--- config.mk ---
export PLATFORM = sky130hd
export DESIGN_NAME = seg7_multiplexor_n
export DESIGN_NICKNAME = d
export VERILOG_FILES = /design/src/rtl/seg7_pkg.sv /design/src/rtl/hex_a_7seg.sv /design/src/rtl/seg7_multiplexor_n.sv
export SDC_FILE = /design/constraint.sdc
export NUM_CORES = 1
export LEC_CHECK = 0
export CAP_MARGIN = 0
export CORE_ASPECT_RATIO = 0.6
export CORE_UTILIZATION = 29
export CTS_BUF_LIST = sky130_fd_sc_hd__clkbuf_4 sky130_fd_sc_hd__clkbuf_8
export CTS_CLUSTER_SIZE = 40
export DETAILED_ROUTE_END_ITERATION = 6
export GPL_TIMING_DRIVEN = 0
export HOLD_SLACK_MARGIN = 0.05
export MAX_ROUTING_LAYER = met4
export PLACE_DENSITY = 0.56
export SKIP_CTS_REPAIR_TIMING = 1
export SYNTH_ARGS = -nofsm -noshare
export SYNTH_HDL_FRONTEND = slang
export SYNTH_SLANG_ARGS = --single-unit
--- constraint.sdc ---
create_clock -name reloj -period 3.13 [get_ports reloj]
set_clock_uncertainty 0.15 [all_clocks]
set_input_delay 0.313 -clock reloj [delete_from_list [all_inputs] [get_ports reloj]]
set_output_delay 0.313 -clock reloj [all_outputs]
set_load 0.05 [all_outputs]
--- src/rtl/seg7_pkg.sv ---
// Shared 7-segment definitions: glyph table for hex digits, segment bit order
// and the active-level helper used at the output registers.
package seg7_pkg;

    localparam int unsigned SEG_A = 0;
    localparam int unsigned SEG_G = 6;
    localparam int unsigned SEG_W = SEG_G - SEG_A + 1;

    // Active-high glyphs, bit SEG_A = segment a ... bit SEG_G = segment g
    localparam logic [SEG_W-1:0] SEG_HEX [16] = '{
        7'h3F, 7'h06, 7'h5B, 7'h4F, 7'h66, 7'h6D, 7'h7D, 7'h07,
        7'h7F, 7'h6F, 7'h77, 7'h7C, 7'h39, 7'h5E, 7'h79, 7'h71
    };

    function automatic logic to_level(input logic lit_bit, input logic active_low);
        return lit_bit ^ active_low;
    endfunction

endpackage

--- src/rtl/hex_a_7seg.sv ---
// Combinational hex nibble to active-high 7-segment pattern decoder.
module hex_a_7seg
    import seg7_pkg::*;
(
    input  logic [3:0]       nibble,
    output logic [SEG_W-1:0] seg
);

    always_comb begin
        seg = '0;
        seg[SEG_G:SEG_A] = SEG_HEX[nibble];
    end

endmodule

--- src/rtl/seg7_multiplexor_n.sv ---
// N-digit time-multiplexed 7-segment driver with dead time, per-digit enable,
// decimal point, leading-zero blanking and frame-aligned input capture.
module seg7_multiplexor_n
    import seg7_pkg::*;
#(
    parameter int unsigned N_DIGITS    = 4,
    parameter int unsigned REFRESH_DIV = 50000,
    parameter int unsigned DEAD_CYCLES = 500,
    parameter int unsigned ACTIVE_LOW  = 1
) (
    input  logic                  reloj,
    input  logic                  rst_n,
    input  logic [4*N_DIGITS-1:0] valor,
    input  logic [N_DIGITS-1:0]   dp_in,
    input  logic [N_DIGITS-1:0]   en_digito,
    input  logic                  blank_lz,
    output logic [N_DIGITS-1:0]   anodo,
    output logic [6:0]            cSeg7,
    output logic                  dp_out,
    output logic                  frame_tick
);

    localparam int unsigned   CW       = $clog2(REFRESH_DIV);
    localparam int unsigned   IW       = $clog2(N_DIGITS);
    localparam logic [CW-1:0] CNT_LAST = CW'(REFRESH_DIV - 1);
    localparam logic [CW-1:0] CNT_DEAD = CW'(DEAD_CYCLES);
    localparam logic [IW-1:0] IDX_LAST = IW'(N_DIGITS - 1);
    localparam logic          POL      = (ACTIVE_LOW != 0);

    logic [CW-1:0]         cnt;
    logic [IW-1:0]         idx;
    logic                  first_q;
    logic [4*N_DIGITS-1:0] valor_s;
    logic [N_DIGITS-1:0]   dp_s;
    logic [N_DIGITS-1:0]   en_s;
    logic                  blz_s;

    logic                  wrap;
    logic                  load;
    logic                  seen;
    logic [N_DIGITS-1:0]   blanked;
    logic [3:0]            cur_nib;
    logic [SEG_W-1:0]      seg_act;
    logic                  lit;
    logic [N_DIGITS-1:0]   an_act;
    logic [N_DIGITS-1:0]   an_nxt;
    logic [6:0]            seg_nxt;
    logic                  dp_nxt;

    assign wrap = (cnt == CNT_LAST);
    // first_q makes the first clock after reset a load so a fresh frame starts at once
    assign load = first_q | (wrap & (idx == IDX_LAST));

    // Walk from the most significant digit down; a digit is blanked while no
    // enabled nonzero nibble has been seen at or above it. Digit 0 is never visited.
    always_comb begin
        seen    = 1'b0;
        blanked = '0;
        for (int unsigned k = 0; k < N_DIGITS - 1; k++) begin
            seen = seen | (en_s[N_DIGITS-1-k] & (valor_s[4*(N_DIGITS-1-k) +: 4] != 4'h0));
            blanked[N_DIGITS-1-k] = blz_s & ~seen;
        end
    end

    assign cur_nib = valor_s[4*idx +: 4];

    hex_a_7seg u_dec (
        .nibble (cur_nib),
        .seg    (seg_act)
    );

    always_comb begin
        lit     = (cnt >= CNT_DEAD) && en_s[idx] && !blanked[idx];
        an_act  = lit ? ({{(N_DIGITS-1){1'b0}}, 1'b1} << idx) : '0;
        an_nxt  = '0;
        seg_nxt = '0;
        for (int unsigned i = 0; i < N_DIGITS; i++) begin
            an_nxt[i] = to_level(an_act[i], POL);
        end
        for (int unsigned i = 0; i < SEG_W; i++) begin
            seg_nxt[i] = to_level(lit & seg_act[i], POL);
        end
        dp_nxt = to_level(lit & dp_s[idx], POL);
    end

    always_ff @(posedge reloj or negedge rst_n) begin
        if (!rst_n) begin
            cnt        <= '0;
            idx        <= '0;
            first_q    <= 1'b1;
            valor_s    <= '0;
            dp_s       <= '0;
            en_s       <= '0;
            blz_s      <= 1'b0;
            frame_tick <= 1'b0;
            anodo      <= {N_DIGITS{POL}};
            cSeg7      <= {7{POL}};
            dp_out     <= POL;
        end else begin
            first_q    <= 1'b0;
            frame_tick <= load;
            anodo      <= an_nxt;
            cSeg7      <= seg_nxt;
            dp_out     <= dp_nxt;
            if (wrap) begin
                cnt <= '0;
                idx <= (idx == IDX_LAST) ? '0 : idx + IW'(1);
            end else begin
                cnt <= cnt + CW'(1);
            end
            if (load) begin
                valor_s <= valor;
                dp_s    <= dp_in;
                en_s    <= en_digito;
                blz_s   <= blank_lz;
            end
        end
    end

endmodule

==> results of run 1 <==
## worst max-delay path by stage
stage	from	endpoint	cells past startpoint
final	idx[0]$_DFFE_PN0N_	cSeg7[0]$_DFF_PN1_	9
after global routing	idx[0]$_DFFE_PN0N_	cSeg7[0]$_DFF_PN1_	9
after CTS	idx[0]$_DFFE_PN0N_	cSeg7[0]$_DFF_PN1_	9
after detailed placement	idx[0]$_DFFE_PN0N_	cSeg7[0]$_DFF_PN1_	9
after global placement	rst_n	cnt[5]$_DFF_PN0_	1
after floorplan	idx[0]$_DFFE_PN0N_	cSeg7[0]$_DFF_PN1_	9
## critical path, cell delays in order, from the launching register on
cell and delay (ps):
dfrtp_1 380, buf_2 210, buf_2 260, mux4_2 620, inv_1 140, ha_1 330, nor3_1 80, a22oi_1 190
o2111ai_1 140, o211ai_1 200
## synth_stat cells (2+ instances only)
master | number | area share, %
nand2_1 | 13 | 1.6
dfstp_2 | 13 | 12
nor3_1 | 4 | 0.68
and3_1 | 2 | 0.42
nor2_1 | 12 | 1.5
buf_2 | 6 | 1.0
nand4_1 | 6 | 1.3
dfrtp_1 | 44 | 37
mux2i_1 | 6 | 2.0
xor2_1 | 6 | 1.8
mux2_2 | 11 | 4.2
mux4_2 | 6 | 4.6
a21oi_1 | 2 | 0.34
ha_1 | 12 | 5.1
a22oi_1 | 2 | 0.51
nand3_1 | 13 | 2.2
nor2b_1 | 3 | 0.63
o2111ai_1 | 3 | 0.89
mux2_4 | 19 | 9.6
xnor2_1 | 8 | 2.4
o21ai_0 | 3 | 0.51
o211ai_1 | 2 | 0.51
inv_1 | 10 | 1.3
clkbuf_1 | 3 | 0.38
buf_6 | 3 | 1.1
nor4_1 | 2 | 0.42
o41ai_1 | 2 | 0.59
nor3b_1 | 3 | 0.76
## stage by stage
| step | setup TNS (ps) | utilization [%] |
|---|---|---|
| after detailed placement | 0 | 35.8 |
| after global placement | -10550 | 35.6 |
| final | 0 | 38.2 |
| after global routing | 0 | 38.2 |
| after CTS | 0 | 38.1 |
| after floorplan | 0 | - |
## per-layer routing
| metal | track usage (%) | part of all wire, % | vias to the layer above | wire length, µm |
|---|---|---|---|---|
| li1 | - | - | 948 | - |
| met1 | 19.8 | 53 | 989 | 3520 |
| met2 | 19.1 | 40 | 66 | 2640 |
| met3 | 5.11 | 5.8 | 10 | 389 |
| met4 | 5.40 | 1.5 | 0 | 102 |
| met5 | - | 0 | - | 0 |
## cell families (layout without fill, tap and decap cells)
| group | Yosys count | count (layout) |
|---|---|---|
| AOI/OAI and AO/OA | 20 | 20 |
| buffers and inverters | 22 | 79 |
| xor gates and xnor gates | 14 | 14 |
| DFF | 57 | 57 |
| muxes | 42 | 42 |
| and+or+nand+nor | 68 | 68 |
| adders and majority gates | 12 | 12 |
| other | 1 | 1 |
## state kept, by name (all words and copies together), names as in the netlist
signal      count
anodo           4
blz_s           1
cSeg7           7
cnt            16
dp_out          1
dp_s            4
en_s            4
first_q         1
frame_tick      1
idx             2
valor_s        16
## cell type report
| type | count | area (µm²) | share of cell area [%] |
|---|---|---|---|
| clock inverter | 6 | 90.1 | 2.39 |
| inverter | 10 | 37.5 | 0.995 |
| sequential | 57 | 1440 | 38.2 |
| buffer | 12 | 75.1 | 1.99 |
| timing repair buffer | 41 | 415 | 11.0 |
| multi-input combinational | 157 | 1410 | 37.2 |
| clock buffer | 10 | 138 | 3.65 |
| tap | 135 | 169 | 4.48 |
## power by group
part	switching (mW)	internal [mW]
sequential	0.0368	0.772
combinational	0.0846	0.126
clock	0.323	0.472
==> reports/qor.csv, run 1 <==
stage,metric,value,unit
drt,Vias,2013,
synthesis,largest family of logic cells by synthesized area,multiplexers,
flow_run,Max-Cap Viols,0,
cts,Clock Latency Late Sink,350,ps
setup_path,Max Fanout on Critical Path,10,
timing,RSZ-0062 raised after global routing,false,
global_routing,largest net degree at the start of global routing,38,
placed_design,number of input and output port buffers inserted,39,
hold_path,HP Class,input pin to async pin,
final_layout,Final Non-Filler Cells,428,
final_layout,fillers,960,
power_and_ir_drop,Power Density,481,nW/µm²
setup_path,critical path arrival,2910,ps
outcome,status,"complete, no violations",
synthesis,post-synthesis adder-cell area fraction,5.07,%
die,I/O Pins,40,
global_routing,first-pass GRT wire length,11.0,mm
die,die width,132,µm
synthesis,Compound-Gate Fraction of Synth Area,5.45,%
synthesis,sequential share of the synthesized area,48.7,%
placed_design,HPWL Detailed,4.87,mm
final_layout,Finished Cell Area,3770,µm²
cts,clock slew seen by the registers of the worst setup and hold paths,70,ps
setup_path,Startpoint Class,register,
setup_path,"reg-to-reg slack, setup",330,ps
cts,CTS tree,built,
die,die area,10600,µm²
setup_path,reg2reg end,cSeg7[0]$_DFF_PN1_,
final_layout,Layout area overhead,27.4,%
die,total core area,9880,µm²
die,Die Ht,80.3,µm
setup_path,R2R depth,9,
placed_design,Routability Congestion,0.837,
drt,Initial DRC Count,157,
synthesis,#FFs+latches synth,57,
synthesis,Yosys warnings,0,
global_routing,GR Overflow Total,0,
synthesis,Cell variety after synth,45,
synthesis,Synth Area in Simple Gates,12.3,%
timing,Final setup viols,0,
drt,Routed WL,6.65,mm
synthesis,number of enable flip-flop cells after synthesis,0,
cts,depth of the CTS H-tree,3,
timing,Slew headroom,63.9,%
synthesis,Mapped Cells,236,
synthesis,syn_area_per_cell,12.5,µm²
synthesis,post-synthesis mux area share,20.4,%
drt,post-route DRC violation count,0,
synthesis,Mapped Area,2960,µm²
setup_path,Setup Crit Path Kind,register to register,
placed_design,Area after DPL,3530,µm²
final_layout,layout cells sized above 1,27.3,%
timing,WHS,323,ps
synthesis,Synth Flop Type,dfrtp_1,
timing,part of the cycle the worst path needs,89.3,%
placed_design,dpl ws,340,ps
global_routing,Tot GR Track Use,14.4,%
final_layout,Diodes inserted,0,
timing,post-route setup slack,334,ps
power_and_ir_drop,worst vdd ir,0.230,mV
synthesis,syn_nets,275,
final_layout,fin nets,327,
cts,Sink Count,57,
timing,Final Hold Vio Count,0,
die,effective utilization at floorplan,30.0,%
timing,worst slew pin tran,535,ps
setup_path,Setup crit end kind,register,
global_routing,vias in the first global route,2054,
setup_path,FF-to-FF Start,idx[0]$_DFFE_PN0N_,
power_and_ir_drop,leak pwr,1.59,nW
final_layout,most frequent cells in the layout,"dfrtp_1 (44), clkdlybuf4s50_1 (38), mux2_4 (19)",
die,Rows,28,
timing,Tmin final,2800,ps
drt,Wirelength per Cell,15.5,µm
setup_path,CP required,3240,ps
global_routing,initial antenna violation count,0,
power_and_ir_drop,Power Total,1.81,mW
synthesis,Synth Area in XOR/XNOR,4.14,%
drt,Routed Antenna Nets,0,
synthesis,ys async rst share,100,%
cts,TritonCTS Buffers,9,
cts,Root Buffer,clkbuf_8,
drt,drt pass-1 iters,5,
placed_design,placed cells,411,
drt,DR vias/cell,4.70,
timing,count of final max-slew check failures,0,
timing,maximum clock frequency,358,MHz
cts,maximum clock path buffer count,2,
final_layout,"commonest non-fill, non-tap cell in the layout",dfrtp_1,
No activity file was read; power rests on OpenSTA's default activity.
==> run 2, diff against run 1 <==
--- a/config.mk
+++ b/config.mk
@@ -18,4 +18,5 @@
 export SKIP_CTS_REPAIR_TIMING = 1
 export SYNTH_ARGS = -nofsm -noshare
 export SYNTH_HDL_FRONTEND = slang
+export SYNTH_HIERARCHICAL = 1
 export SYNTH_SLANG_ARGS = --single-unit
==> reports/qor.csv, run 2 <==
stage,metric,value,unit
setup_path,Startpoint Class,register,
setup_path,Crit path top cell by count,inv_1,
cts,maximum clock path buffer count,2,
drt,Vias,1863,
die,I/O Pins,40,
timing,post-route setup slack,463,ps
setup_path,Setup Crit Path Kind,register to register,
final_layout,fillers,930,
final_layout,Layout area overhead,26.2,%
timing,count of final max-slew check failures,0,
synthesis,synth cell count leaders,"dfrtp_1 (44), mux2_4 (19), nand3_1 (18)",
placed_design,number of input and output port buffers inserted,39,
final_layout,most frequent cells in the layout,"dfrtp_1 (44), clkdlybuf4s50_1 (38), mux2_4 (19)",
synthesis,syn_nets,263,
synthesis,sequential share of the synthesized area,50.2,%
drt,Wirelength per Cell,15.1,µm
cts,Root Buffer,clkbuf_8,
placed_design,Area after DPL,3440,µm²
hold_path,Hold Startpoint,cnt[12]$_DFF_PN0_,
timing,Final Hold Vio Count,0,
final_layout,layout cells sized above 1,26.8,%
timing,worst slew pin tran,639,ps
synthesis,Mapped Cells,223,
drt,post-route DRC violation count,0,
synthesis,number of enable flip-flop cells after synthesis,0,
setup_path,slowest cell on the critical path,mux4_2,
final_layout,"commonest non-fill, non-tap cell in the layout",dfrtp_1,
global_routing,vias in the first global route,1870,
final_layout,Largest regs,"cnt: 16 flops, valor_s: 16 flops, cSeg7: 7 flops",
global_routing,GR Overflow Total,0,
power_and_ir_drop,worst vdd ir,0.251,mV
synthesis,most common cell in the netlist,dfrtp_1,
timing,maximum clock frequency,375,MHz
drt,drt pass-1 iters,4,
cts,clock slew seen by the registers of the worst setup and hold paths,60,ps
power_and_ir_drop,leak pwr,1.50,nW
synthesis,main area contributors after synthesis,"dfrtp_1 (38%), dfstp_2 (12%), mux2_4 (9.9%)",
power_and_ir_drop,Power Total,1.62,mW
timing,Final TNS setup,0,ps
global_routing,largest net degree at the start of global routing,32,
drt,Routed WL,6.19,mm
synthesis,Synth area leader,dfrtp_1,
synthesis,Cell variety after synth,45,
placed_design,dpl ws,177,ps
timing,RSZ-0062 raised after global routing,false,
die,Die Ht,79.1,µm
setup_path,Setup crit end kind,register,
final_layout,multi-input logic area,1330,µm²
power_and_ir_drop,Power Density,448,nW/µm²
setup_path,CP required,3260,ps
drt,Initial DRC Count,153,
setup_path,Max Fanout on Critical Path,10,
cts,depth of the CTS H-tree,3,
cts,Sink Count,57,
setup_path,CP peak stage delay,640,ps
synthesis,post-synth top area share,38.3,%
die,die area,10300,µm²
setup_path,crit-path cells,clkbuf_2 -> mux4_2 -> inv_1 -> ha_1 -> inv_1 -> mux4_1 -> nand3_1,
final_layout,Diodes inserted,0,
synthesis,Synth Flop Type,dfrtp_1,
die,Rows,27,
synthesis,ys async rst share,100,%
synthesis,#FFs+latches synth,57,
setup_path,Worst Setup SP,idx[0]$_DFFE_PN0N_,
global_routing,initial antenna violation count,0,
setup_path,critical path arrival,2800,ps
hold_path,HP Class,register to register,
timing,Slew headroom,57.4,%
timing,Tmin final,2670,ps
final_layout,Finished Cell Area,3630,µm²
cts,CTS tree,built,
global_routing,first-pass GRT wire length,10.3,mm
timing,part of the cycle the worst path needs,85.2,%
outcome,status,"complete, no violations",
cts,Clock Latency Late Sink,350,ps
timing,Final setup viols,0,
setup_path,FF-to-FF Start,idx[0]$_DFFE_PN0N_,
die,effective utilization at floorplan,30.6,%
synthesis,syn_area_per_cell,12.9,µm²
global_routing,Tot GR Track Use,14.2,%
die,die width,130,µm
synthesis,Mapped Area,2870,µm²
drt,Routed Antenna Nets,0,
placed_design,HPWL Detailed,4.65,mm
cts,TritonCTS Buffers,9,
flow_run,Max-Cap Viols,0,
die,total core area,9390,µm²
placed_design,Routability Congestion,0.810,
final_layout,fin nets,315,
drt,DR vias/cell,4.54,
final_layout,FF+latch area,1440,µm²
synthesis,Yosys warnings,6,
final_layout,Finished Core Util,38.6,%
run 2: layer usage:
metal | wire length, µm | part of all wire [%] | track usage, % | vias up
li1 | - | - | - | 905
met1 | 3480 | 56 | 21.2 | 902
met2 | 2270 | 37 | 16.8 | 46
met3 | 359 | 5.8 | 4.99 | 10
met4 | 85 | 1.4 | 5.17 | 0
met5 | 0 | 0 | - | -
run 2: cell families after synthesis:
logic type / after synthesis / share of synthesized area, %
xor+xnor: 12 / 3.66
buf+inv: 20 / 3.44
other cells: 1 / 0.131
mux: 37 / 19.8
compound gates: 19 / 4.70
flops: 57 / 50.2
fa+ha+maj: 13 / 5.66
simple gates: 64 / 12.4
run 2: layout make-up:
class,count,share of cell area [%]
timing repair buffer,41,11.5
clock inverter,1,0.138
inverter,11,1.14
clock buffer,15,4.66
tap,130,4.49
multi-input combinational,146,36.7
buffer,9,1.62
sequential,57,39.8
run 2: report_power, final:
| part | total [mW] | leakage, nW | internal (mW) | switching (mW) |
|---|---|---|---|---|
| Clock | 0.617 | 0.0962 | 0.339 | 0.278 |
| Sequential | 0.802 | 0.677 | 0.772 | 0.0296 |
| Combinational | 0.205 | 0.730 | 0.123 | 0.0822 |
| Total | 1.62 | 1.50 | 1.23 | 0.390 |
run 2: path summary, 6_finish.rpt:
kind	end	slack (ps)	depth (start not counted)
setup reg to reg	cSeg7[3]$_DFF_PN1_	460	7
hold reg to reg	cnt[12]$_DFF_PN0_	360	1
max in group asynchronous	dp_out$_DFF_PN1_	1800	3
min in group asynchronous	cnt[7]$_DFF_PN0_	390	2
hold / removal	cnt[12]$_DFF_PN0_	360	1
setup / recovery	cSeg7[3]$_DFF_PN1_	460	7
run 2: critical path: cells and delay by family (launching register included):
kind                     cells  cell delay, ps
flip-flops                   1             430
buffers and inverters        3             550
multiplexers                 2            1120
adder cells (fa/ha/maj)      1             260
AND/OR/NAND/NOR              1              90
run 2: through the flow:
step / hold WS (ps) / std cells
after global placement: 337 / 392
after detailed placement: 223 / 393
after global routing: 369 / 410
after CTS: -157 / 409
after floorplan: -133 / 223
final: 357 / 410
